<file path="src/rtl/xor_descrambler.sv">
// XOR descrambler: 16-bit Fibonacci LFSR keystream (fully unrolled, N bits
// per word) XORed onto each accepted word. A single output register with
// pass-through ready gives one word per cycle at full throughput.
module xor_descrambler #(
  parameter int          N    = 16,
  parameter logic [15:0] SEED = 16'hACE1
) (
  input  logic         clk,
  input  logic         rst_n,
  input  logic         seed_load,
  input  logic [15:0]  seed,
  input  logic         in_valid,
  output logic         in_ready,
  input  logic [N-1:0] in_data,
  output logic         out_valid,
  input  logic         out_ready,
  output logic [N-1:0] out_data,
  output logic [15:0]  word_cnt
);

  localparam logic [0:0] S_UNSEEDED = 1'b0;
  localparam logic [0:0] S_RUN      = 1'b1;

  logic [0:0]   r_state;
  logic [15:0]  r_lfsr;
  logic         r_out_valid;
  logic [N-1:0] r_out_data;
  logic [15:0]  r_word_cnt;

  // w_st[k] is the LFSR state after k steps; keystream bit k is its LSB.
  logic [15:0]  w_st [0:N];
  logic [N-1:0] w_ks;
  logic         w_in_ready;
  logic         w_accept;
  logic [15:0]  w_seed_eff;

  assign w_st[0] = r_lfsr;

  genvar k;
  generate
    for (k = 0; k < N; k++) begin : gen_ks
      assign w_ks[k]    = w_st[k][0];
      assign w_st[k+1]  = {w_st[k][0] ^ w_st[k][2] ^ w_st[k][3] ^ w_st[k][5],
                           w_st[k][15:1]};
    end
  endgenerate

  // A zero seed would lock the LFSR at zero, so substitute the default.
  assign w_seed_eff = (seed == 16'h0000) ? SEED : seed;

  // seed_load blocks acceptance so a word never sees a half-updated keystream.
  assign w_in_ready = (r_state == S_RUN) & ~seed_load & (~r_out_valid | out_ready);
  assign w_accept   = in_valid & w_in_ready;

  // UNSEEDED -> RUN on the first seed load; only reset returns to UNSEEDED.
  always_ff @(posedge clk or negedge rst_n) begin
    if (!rst_n)         r_state <= S_UNSEEDED;
    else if (seed_load) r_state <= S_RUN;
  end

  // LFSR reload on seed_load, otherwise advance N steps per accepted word.
  always_ff @(posedge clk or negedge rst_n) begin
    if (!rst_n)         r_lfsr <= SEED;
    else if (seed_load) r_lfsr <= w_seed_eff;
    else if (w_accept)  r_lfsr <= w_st[N];
  end

  // Words accepted since the last seed load; wraps freely.
  always_ff @(posedge clk or negedge rst_n) begin
    if (!rst_n)         r_word_cnt <= 16'h0000;
    else if (seed_load) r_word_cnt <= 16'h0000;
    else if (w_accept)  r_word_cnt <= r_word_cnt + 16'd1;
  end

  // Output register: load on accept, drain when downstream takes it.
  always_ff @(posedge clk or negedge rst_n) begin
    if (!rst_n) begin
      r_out_valid <= 1'b0;
      r_out_data  <= '0;
    end else if (w_accept) begin
      r_out_valid <= 1'b1;
      r_out_data  <= in_data ^ w_ks;
    end else if (out_ready) begin
      r_out_valid <= 1'b0;
    end
  end

  assign in_ready  = w_in_ready;
  assign out_valid = r_out_valid;
  assign out_data  = r_out_data;
  assign word_cnt  = r_word_cnt;

endmodule

</file>
<file path="config.mk">
export PLATFORM = sky130hd
export DESIGN_NAME = xor_descrambler
export DESIGN_NICKNAME = d
export VERILOG_FILES = /design/src/rtl/xor_descrambler.sv
export SDC_FILE = /design/constraint.sdc
export NUM_CORES = 1
export LEC_CHECK = 0
export ABC_AREA = 1
export ABC_CLOCK_PERIOD_IN_PS = 2710
export CORE_ASPECT_RATIO = 0.5
export CORE_UTILIZATION = 34
export DETAILED_ROUTE_END_ITERATION = 8
export GPL_TIMING_DRIVEN = 0
export SYNTH_ARGS = -nofsm -noshare
export SYNTH_HDL_FRONTEND = slang
export SYNTH_SLANG_ARGS = --single-unit
</file>
<file path="constraint.sdc">
create_clock -name clk -period 2.71 [get_ports clk]
set_clock_uncertainty 0.1 [all_clocks]
set_input_delay 0.271 -clock clk [delete_from_list [all_inputs] [get_ports clk]]
set_output_delay 0.271 -clock clk [all_outputs]
set_load 0.1 [all_outputs]
</file>
==> impl_results.md, run 1 <==
- Status: finished clean
- Startpoint types: input pin
- Seq/Total Area, Yosys: 41.09%
- Fin cells: 615
- Vias in the first global route: 2877
- Hold Crit Class: in -> reg
- Hold Path End: r_lfsr[9]
- Reg2reg start: r_lfsr[7]
- Root buffer cell: clkbuf_16
- Total number of vias: 2926
- Cell internal pwr: 0.001894 W
- Switching power: 0.001663 W
- Drt pass-1 iters: 4
- Critical path fanouts, max: 3
- Period utilisation layout: 90.86%
- Core box area: 0.008738 mm2
- PostCTS Resize Cnt: 0
- Top post-synthesis cells by area: dfrtp_1, nand2_1, dfstp_2
- Comb pwr share: 48.9%
- Placer Congestion: 0.8800
- Critical Path RT: 2340 ps
- Cells after DPL: 606
- PwrDens: 866.6 mW/mm2
- Largest net degree at the start of global routing: 29
- Layout cells sized above 1: 7.430%
- I/O Buffers: 69
- CTS tree: built
- Sw frac: 46.75%
- Min Tclk post-route: 2462 ps
- Biggest cell delay along the critical path: 1150 ps
- Antenna-violating nets left: 0
- Area Overhead vs Synth: 33.71%
- Crit-path slowest cell: clkdlybuf4s50_1
- Final Setup Violations: 0
- Initial antenna violation count: 0
- Clock power frac: 20.8%
- IO Pins: 71
- Worst-Margin Slew: 978.1 ps
- Yosys top cell area share: 34.24%
- Slew Viols, Final: 0
- GRT Residual Overflow: 0
- Synth warnings: 0
- Reg-to-Reg End: r_lfsr[13]
- Number of diodes: 0
- RSZ-0062 raised after global routing: no
- # H-tree levels: 2
- Mapped Area: 0.003069 mm2
- 1st-iter DRT viols: 188
- Clk slew on worst S/H paths: 70 ps
- Post-CTS setup buffer count: 0
- HP Start: seed_load
- Die footprint: 0.009434 mm2
- Flop pwr share: 30.3%
- Synth Instances: 419
- DR WL/cell: 13.72 um
- Worst EP arrival: 2090 ps
- Leak: 1.845 nW
- Final instance area: 0.004104 mm2
- R2R Setup Slk: 990 ps
- Syn Area/Cell: 7.325 um2
- R2r worst-path depth: 10
- Post-synth cell types: 37
- Maximum root-to-sink buffer count: 2
- Placement Cell Area: 0.003921 mm2
- Starting density of the core: 35.12%
- Worst path cell trace: clkdlybuf4s50_1 -> nor2_1 -> nor2_4 -> clkdlybuf4s50_1
- Critical path class: in -> out
- HPWL Detailed: 6356 um
- Syn Nets: 457
- Slew margin rel.: 34.59%
- Worst hold stages: 4
- First-pass GRT wire length: 14400 um
- Total negative slack: 0 ps
- Die X: 136.4 um
- Die Span Y: 69.19 um
- Clock Latency Late Sink: 290 ps
- Vias per inst: 4.758
- Most used cell, CP: clkdlybuf4s50_1
- Dominant cell type by area after synthesis: dfrtp_1
- Std-Cell Rows: 24
- Max Cap Violations: 0
- CP delay by family, top: buffers and inverters
- CP Capture Type: output port
- Worst path buffer plus inverter count: 2
- Final #Nets: 535
- Post-Route WL: 8440 um
- Register bit total from synthesis: 50
- Clk sinks: 50
- CTS buffer count: 5
- Fin. Hold Viols: 0
- DRC Markers: 0
- Gr usage total: 19.88%
- Worst IR Drop VDD: 0.4017 mV
- Fmax: 0.4061 GHz
-- worst max-delay path by stage --
| stage | from | to | slack, ps | cells past startpoint |
|---|---|---|---|---|
| after floorplan | out_valid | word_cnt[1] | 320 | 8 |
| after global placement | rst_n | word_cnt[4] | -330 | 1 |
| after detailed placement | out_ready | in_ready | 240 | 4 |
| after CTS | out_ready | in_ready | 240 | 4 |
| after global routing | out_ready | in_ready | 190 | 4 |
| final | out_ready | in_ready | 250 | 4 |
-- stage by stage --
stage          setup slack (ps)  util, %  hold WS (ps)  total power (W)
2_1_floorplan             317.9        -        -124.6         0.002376
3_3_place_gp             -332.2    44.70         366.1         0.002806
3_5_place_dp              241.5    44.87         189.3         0.002829
4_1_cts                   235.6    46.96         217.8         0.003580
5_1_grt                   190.1    46.96         243.2         0.003788
6_report                  247.6    46.96         218.4         0.003556
-- final cells by class --
type,count,area (um2)
buffer,13,78.83
clock buffer,7,142.6
clock inverter,1,30.03
fill,904,4634
inverter,40,155.1
multi-input combinational,316,1574
sequential,50,1261
tap,117,146.4
timing repair buffer,71,715.7
-- power groups by stage --
stage | Sequential [W] | Clock (W) | Combinational [W]
2_1_floorplan | 0.00170 | 0 | 0.000674
3_3_place_gp | 0.00109 | 0 | 0.00171
3_5_place_dp | 0.00110 | 0 | 0.00173
4_1_cts | 0.00108 | 0.000760 | 0.00174
5_1_grt | 0.00111 | 0.000793 | 0.00189
6_report | 0.00108 | 0.000740 | 0.00174
-- Yosys cell counts, drive strengths merged --
master and n:
dfrtp 42, dfstp 8, a21oi 17, o21a 1, xnor2 20, buf 6
nand4 7, o31ai 1, nor2 36, nand3b 1, ha 1, a21o 1
clkbuf 7, nor3 11, nand2 144, a22oi 2, xor2 7, o211a 1
a32o 1, o22ai 1, a221oi 2, and2 1, nand3 17, a31oi 1
inv 40, o21ai 43
-- state kept, by name, indices dropped and copies added, names as in the netlist --
register	flops
out_data	16
r_lfsr	16
word_cnt	16
out_valid	1
r_state	1
-- worst reg2reg max path, delay by kind of cell, from the launching register on --
family	cells	cell delay, ps
simple gates	7	610
buf+inv	2	190
flops	1	580
compound gates	1	180
-- per-layer routing --
layer / share of wire [%] / track usage (%) / routed length [um] / vias to the layer above
li1: - / - / - / 1502
met1: 50 / 29.05 / 4231 / 1352
met2: 44 / 29.44 / 3696 / 62
met3: 4.7 / 4.167 / 400 / 10
met4: 1.3 / 5.432 / 112 / 0
met5: 0 / 0 / 0 / -
-- logic make-up (layout without fill, tap and decap cells) --
group | count (synthesis) | after routing | share of synthesized area (%)
AND/OR/NAND/NOR | 217 | 217 | 30.37
AO/OA/AOI/OAI | 71 | 71 | 12.80
buffers and inverters | 53 | 132 | 7.623
flip-flops | 50 | 50 | 41.09
XOR/XNOR | 27 | 27 | 7.705
adder cells (fa/ha/maj) | 1 | 1 | 0.4076
-- cell usage in the layout (no fill, tap or decap), types with 2 or more instances in the layout --
master,Yosys,routed
o21ai_0,40,40
a21oi_1,17,17
a221oi_1,2,2
xnor2_1,20,20
nand2_1,140,140
nor2_1,33,33
nand4_1,7,7
dfrtp_1,42,42
a22oi_1,2,2
buf_2,2,3
nor3_1,9,9
o21ai_1,3,3
clkdlybuf4s50_1,0,68
nand3_1,17,17
clkbuf_1,6,7
inv_1,37,37
clkbuf_16,0,5
dfstp_2,8,8
nor2_4,3,3
nand2_2,2,2
nand2_4,2,2
buf_6,3,3
inv_2,2,2
xor2_1,7,7
-- what timing repair did --
action,CTS,global route
endpoints found under the hold margin,17,0
setup endpoints to repair,0,0
hold buffers,1,0
No activity file was read; power rests on OpenSTA's default activity.
==> run 2: changes to the inputs <==
--- a/config.mk
+++ b/config.mk
@@ -5,7 +5,6 @@
 export SDC_FILE = /design/constraint.sdc
 export NUM_CORES = 1
 export LEC_CHECK = 0
-export ABC_AREA = 1
 export ABC_CLOCK_PERIOD_IN_PS = 2710
 export CORE_ASPECT_RATIO = 0.5
 export CORE_UTILIZATION = 34
==> impl_results.md, run 2 <==
- Starting density of the core: 36.16% (+1.0 points)
- Fmax: 0.3829 GHz (-5.7%)
- Critical path fanouts, max: 10 (+7)
- Core box area: 0.008259 mm2 (-5.5%)
- CTS buffer count: 5 (unchanged)
- IO Pins: 71 (unchanged)
- Final Setup Violations: 0 (unchanged)
- Die X: 134.5 um (-1.3%)
- Slew Viols, Final: 0 (unchanged)
- Post-CTS setup buffer count: 0 (unchanged)
- Mapped Area: 0.002987 mm2 (-2.7%)
- Worst-Margin Slew: 978.3 ps (+0.1629 ps)
- Post-synth ARST share: 100.0% (unchanged)
- Max Cap Violations: 0 (unchanged)
- CP Capture Type: output port
- Met3 usage: 4.148% (-0.019 points)
- Final Power: 0.003716 W (+4.5%)
- Layout cells sized above 1: 8.995% (+1.6 points)
- Root buffer cell: clkbuf_16
- Min Tclk post-route: 2612 ps (+149.2 ps)
- Fin util: 48.34% (+1.4 points)
- Post-synth cell types: 46 (+24%)
- Slew margin rel.: 34.58% (about the same)
- Critical path class: in -> out
- Fillers: 763 (-16%)
- Vias in the first global route: 2448 (-15%)
- Final instance area: 0.003993 mm2 (-2.7%)
- Synth Instances: 298 (-29%)
- Status: finished clean
- Die Span Y: 68.28 um (-1.3%)
- Worst EP arrival: 2240 ps (+150 ps)
- RSZ-0062 raised after global routing: no
- Syn Nets: 336 (-26%)
- Synth warnings: 0 (unchanged)
- PwrDens: 930.7 mW/mm2 (+7.4%)
- Synth Flop Type: dfrtp_1
- Clk sinks: 50 (unchanged)
- Register bit total from synthesis: 50 (unchanged)
- First-pass GRT wire length: 12460 um (-13%)
- Yosys top cell area share: 35.19% (+0.95 points)
- Area Overhead vs Synth: 33.68% (about the same)
- Grt met1 use: 23.19% (-5.9 points)
- Commonest non-fill, non-tap cell in the layout: clkdlybuf4s50_1
- Period utilisation layout: 96.37% (+5.5 points)
- Number of diodes: 0 (unchanged)
- Top post-synthesis cells by area: dfrtp_1, xnor2_1, dfstp_2
- Commonest non-fill, non-tap cells in the layout: clkdlybuf4s50_1, dfrtp_1, xnor2_1
- 1st-iter DRT viols: 127 (-32%)
- Std-Cell Rows: 23 (-4.2%)
- Met2 usage: 31.48% (+2.0 points)
- I/O Buffers: 70 (+1.4%)
- Cells after DPL: 481 (-21%)
- Post-synth EDFFs: 0 (unchanged)
- Maximum root-to-sink buffer count: 2 (unchanged)
- Syn Area/Cell: 10.02 um2 (+37%)
- Clock Latency Late Sink: 300 ps (about the same)
- Initial antenna violation count: 0 (unchanged)
- CTS tree: built
- Hold Crit Class: in -> async
- Vias per inst: 5.002 (+5.1%)
- Die footprint: 0.009186 mm2 (-2.6%)
- Fin. Hold Viols: 0 (unchanged)
- # H-tree levels: 2 (unchanged)
- Antenna-violating nets left: 0 (unchanged)
- Post-synth top cells: dfrtp_1, xnor2_1, nand2_1
- Worst IR Drop VDD: 0.3718 mV (-7.5%)
- Grt peak-use layer: met2
- Clk slew on worst S/H paths: 70 ps (about the same)
- GRT Residual Overflow: 0 (unchanged)
- Critical Path RT: 2340 ps (about the same)
- DRC Markers: 0 (unchanged)
- Final #Nets: 415 (-22%)
- Post-Route WL: 7678 um (-9.0%)
- DR WL/cell: 15.67 um (+14%)
- Top-count cell post-synth: dfrtp_1
- Drt pass-1 iters: 4 (unchanged)
- Seq/Total Area, Yosys: 42.23% (+1.1 points)
- Fin cells: 490 (-20%)
- Placement Cell Area: 0.003842 mm2 (-2.0%)
- Placer Congestion: 0.8150 (-7.4%)
- Gr usage total: 18.31% (-1.6 points)
- Total number of vias: 2451 (-16%)
- Startpoint types: input pin
- Dominant cell type by area after synthesis: dfrtp_1
- HPWL Detailed: 5691 um (-10%)
- Leak: 1.615 nW (-12%)
- Largest net degree at the start of global routing: 40 (+38%)
-- run 2: cell types whose count changed after synthesis, moves of 6 or more --
cell and delta:
nand2_1 -108, inv_1 -30, nor2_1 -26, clkbuf_1 +14, nand3_1 -14, xnor2_1 +13
o21ai_0 -11, nor3_1 -7, or3_1 +7, nand4_1 +6
-- run 2: report_power, final --
part	internal, W	total [W]	switching, W
registers	0.000928	0.00100	0.0000771
clock network	0.000340	0.000621	0.000281
logic	0.000851	0.00209	0.00124
total	0.00212	0.00372	0.00160
-- run 2: final timing paths --
| check | start | endpoint | slack, ps | cells after the start |
|---|---|---|---|---|
| min | rst_n | word_cnt[9] | 290 | 2 |
| min reg2reg | out_data[6] | out_data[6] | 380 | 2 |
| max | out_ready | in_ready | 100 | 6 |
| min in group clk | out_data[6] | out_data[6] | 380 | 2 |
| max reg2reg | r_state | word_cnt[5] | 500 | 5 |
| max in group asynchronous | rst_n | r_lfsr[13] | 1640 | 3 |
-- run 2: what timing repair did --
action                                 in CTS  in global routing
endpoints found under the hold margin      11                  0
hold buffers                                1                  0
gates resized for setup                     3                  0
setup endpoints to repair                   1                  0
-- run 2: layout make-up --
| class | instances | area, um2 | area share, % |
|---|---|---|---|
| clock buffers | 6 | 128.9 | 3.228 |
| plain buffers | 26 | 128.9 | 3.228 |
| inverters | 8 | 30.03 | 0.7521 |
| flip-flops and latches | 50 | 1261 | 31.59 |
| well taps | 112 | 140.1 | 3.510 |
| multi-input cells | 214 | 1567 | 39.24 |
| clock inverters | 2 | 10.01 | 0.2507 |
| repair buffers | 72 | 726.9 | 18.21 |
-- run 2: cells by family (layout without fill, tap and decap cells) --
group                    count (synthesis)  after routing  share of synthesized area (%)
AO/OA/AOI/OAI                           62             62                          12.53
XOR/XNOR                                56             56                          21.78
adder cells (fa/ha/maj)                  1              1                         0.4189
buffers and inverters                   34            114                          5.320
flip-flops                              50             50                          42.23
multiplexers                             4              4                          1.508
AND/OR/NAND/NOR                         91             91                          16.21
-- run 2: through the flow --
step | setup slack (ps) | hold WS, ps | TNS, ps
4_1_cts | 107.4 | 291.1 | 0
3_3_place_gp | -448.7 | 364.4 | -10570
2_1_floorplan | 132.9 | -124.6 | 0
3_5_place_dp | -468.0 | 76.58 | -468.0
5_1_grt | 40.46 | 321.3 | 0
6_report | 98.42 | 285.7 | 0
-- run 2: critical path, stage by stage --
cell	delay [ps]
clkdlybuf4s50_1	450
nand2b_1	100
clkbuf_1	260
clkbuf_1	410
and2_1	190
clkdlybuf4s15_2	550
-- run 2: metal layers --
metal | up-vias | routed length, um | part of all wire, %
li1 | 1199 | - | -
met1 | 1197 | 3690 | 48
met2 | 48 | 3562 | 46
met3 | 7 | 354 | 4.6
met4 | 0 | 71 | 0.92
met5 | - | 0 | 0
==> run 3: changes to the inputs <==
==> constraint.sdc (replaced) <==
create_clock -name clk -period 2.71 [get_ports clk]
set_clock_uncertainty 0.1 [all_clocks]
set_input_delay 0.542 -clock clk [delete_from_list [all_inputs] [get_ports clk]]
set_output_delay 0.542 -clock clk [all_outputs]
set_load 0.1 [all_outputs]
==> impl_results.md, run 3 (synthesized netlist as in run 2, its figures left out) <==
- Worst IR Drop VDD: 0.5476 mV (+47%)
- R2R Setup Slk: 660 ps (+160 ps)
- Post-Route WL: 7604 um (-0.96%)
- Placer Congestion: 0.8057 (-1.1%)
- 1st-iter DRT viols: 141 (+11%)
- Die Span Y: 68.28 um (unchanged)
- Drt pass-1 iters: 4 (unchanged)
- Max Cap Violations: 0 (unchanged)
- Area Overhead vs Synth: 34.35%
- Reg2reg start: r_lfsr[0]
- Min Tclk post-route: 2619 ps (+7.688 ps)
- Total number of vias: 2471 (+0.82%)
- I/O Buffers: 70 (unchanged)
- Final Setup Violations: 0 (unchanged)
- Core box area: 0.008259 mm2 (unchanged)
- Commonest non-fill, non-tap cell in the layout: clkdlybuf4s50_1
- Slew Viols, Final: 0 (unchanged)
- CP delay by family, top: buffers and inverters
- Final #Nets: 413 (-0.48%)
- Clk slew on worst S/H paths: 70 ps (about the same)
- First-pass GRT wire length: 12440 um (-0.17%)
- Clk sinks: 50 (unchanged)
- Clock power frac: 18.7% (+2.0 points)
- Sw frac: 41.82% (-1.2 points)
- Clock Latency Late Sink: 290 ps (about the same)
- CP Capture Type: output port
- GRT Residual Overflow: 0 (unchanged)
- # H-tree levels: 2 (unchanged)
- Std-Cell Rows: 23 (unchanged)
- Biggest cell delay along the critical path: 1190 ps (+640 ps)
- Final hold slack: 75.40 ps (-210.3 ps)
- IO Pins: 71 (unchanged)
- Gr usage total: 17.96% (-0.34 points)
- PwrDens: 947.5 mW/mm2 (+1.8%)
- Critical Path RT: 2070 ps (-270 ps)
- CTS tree: built
- Fin. Hold Viols: 0 (unchanged)
- Crit path capture: word_cnt[0]
- HPWL Detailed: 5649 um (-0.74%)
- Leak: 1.632 nW (+1.1%)
- DRC Markers: 0 (unchanged)
- Cell internal pwr: 0.002212 W (+4.4%)
- Switching power: 0.001590 W (-0.47%)
- Status: finished clean
- Largest net degree at the start of global routing: 35 (-13%)
- DR WL/cell: 15.58 um (-0.56%)
- Vias in the first global route: 2461 (+0.53%)
- Die footprint: 0.009186 mm2 (unchanged)
- Period utilisation layout: 96.65% (+0.28 points)
- Hold Crit Class: in -> async
- Reg-to-Reg End: r_lfsr[11]
- Antenna-violating nets left: 0 (unchanged)
- Vias per inst: 5.064 (+1.2%)
- Layout cells sized above 1: 10.37% (+1.4 points)
- Crit-path slowest cell: clkdlybuf4s50_1
- Die X: 134.5 um (unchanged)
- CTS buffer count: 5 (unchanged)
- CP Depth: 1 (-5)
- Comb pwr share: 54.8% (-1.4 points)
- Worst path cell trace: clkdlybuf4s50_1
- Start point of the critical path: word_cnt[0]
- Root buffer cell: clkbuf_16
- Slew margin rel.: 34.61% (+0.038 points)
- Maximum root-to-sink buffer count: 2 (unchanged)
- Critical path class: reg -> out
- Commonest non-fill, non-tap cells in the layout: clkdlybuf4s50_1, dfrtp_1, xnor2_1
- Worst path buffer plus inverter count: 1 (-3)
- Starting density of the core: 36.16% (unchanged)
- Critical path fanouts, max: 8 (-2)
- Flop pwr share: 26.5% (-0.5 points)
- Worst-Margin Slew: 977.7 ps (-0.5620 ps)
- Initial antenna violation count: 0 (unchanged)
- Startpoint types: flip-flop
- Worst EP arrival: 1980 ps (-260 ps)
- Number of diodes: 0 (unchanged)
- R2r worst-path depth: 5 (unchanged)
- RSZ-0062 raised after global routing: no
- Total negative slack: 0 ps (unchanged)
- Fmax: 0.3818 GHz (-0.29%)
==> run 3: stage by stage <==
stage               utilization, %  area [um2]  setup WS [ps]  std cells  total power, W
floorplan                        -        2988          135.8        298        0.002669
global placement             46.36        3829          -1019        480        0.003080
detailed placement           46.54        3844          -1032        481        0.003105
CTS                          48.60        4014          7.196        489        0.003825
global route                 48.58        4013          8.895        488        0.004001
finish                       48.58        4013          90.73        488        0.003802
==> run 3: area by class of cell <==
cell class	instances	area, um2
Buffer	25	132.6
Clock buffer	5	125.1
Clock inverter	3	40.04
Fill cell	758	4247
Inverter	8	30.03
Multi-Input combinational cell	214	1570
Sequential cell	50	1261
Tap cell	112	140.1
Timing Repair Buffer	71	713.2
==> run 3: what timing repair did <==
item,in CTS,in global routing
resized for setup,10,2
hold buffers,0,0
cloned,0,0
buffers inserted,0,0
setup endpoints to repair,1,1
==> run 3: power by group through the flow <==
stage,Combinational (W),Sequential [W],Clock (W)
floorplan,0.00106,0.00161,0
global placement,0.00207,0.00101,0
detailed placement,0.00208,0.00102,0
CTS,0.00209,0.00101,0.000727
global route,0.00222,0.00103,0.000756
finish,0.00208,0.00101,0.000711
==> run 3: worst min-delay path by stage <==
stage            startpoint  slack, ps  cells past startpoint           end
5_1_grt               rst_n        100                      1  word_cnt[13]
6_report              rst_n         80                      1  word_cnt[13]
4_1_cts               rst_n         90                      1  word_cnt[13]
2_1_floorplan         rst_n        150                      0   out_data[0]
3_3_place_gp    out_data[6]        360                      2   out_data[6]
3_5_place_dp   out_data[14]        370                      2  out_data[14]
==> run 3: metal layers <==
metal	share of wire (%)	up-vias	wire length, um	track usage [%]
met5	0	-	0	0
met4	0.89	0	68	5.056
met3	4.1	6	315	3.926
met2	46	48	3493	29.66
met1	49	1214	3726	24.08
li1	-	1203	-	-
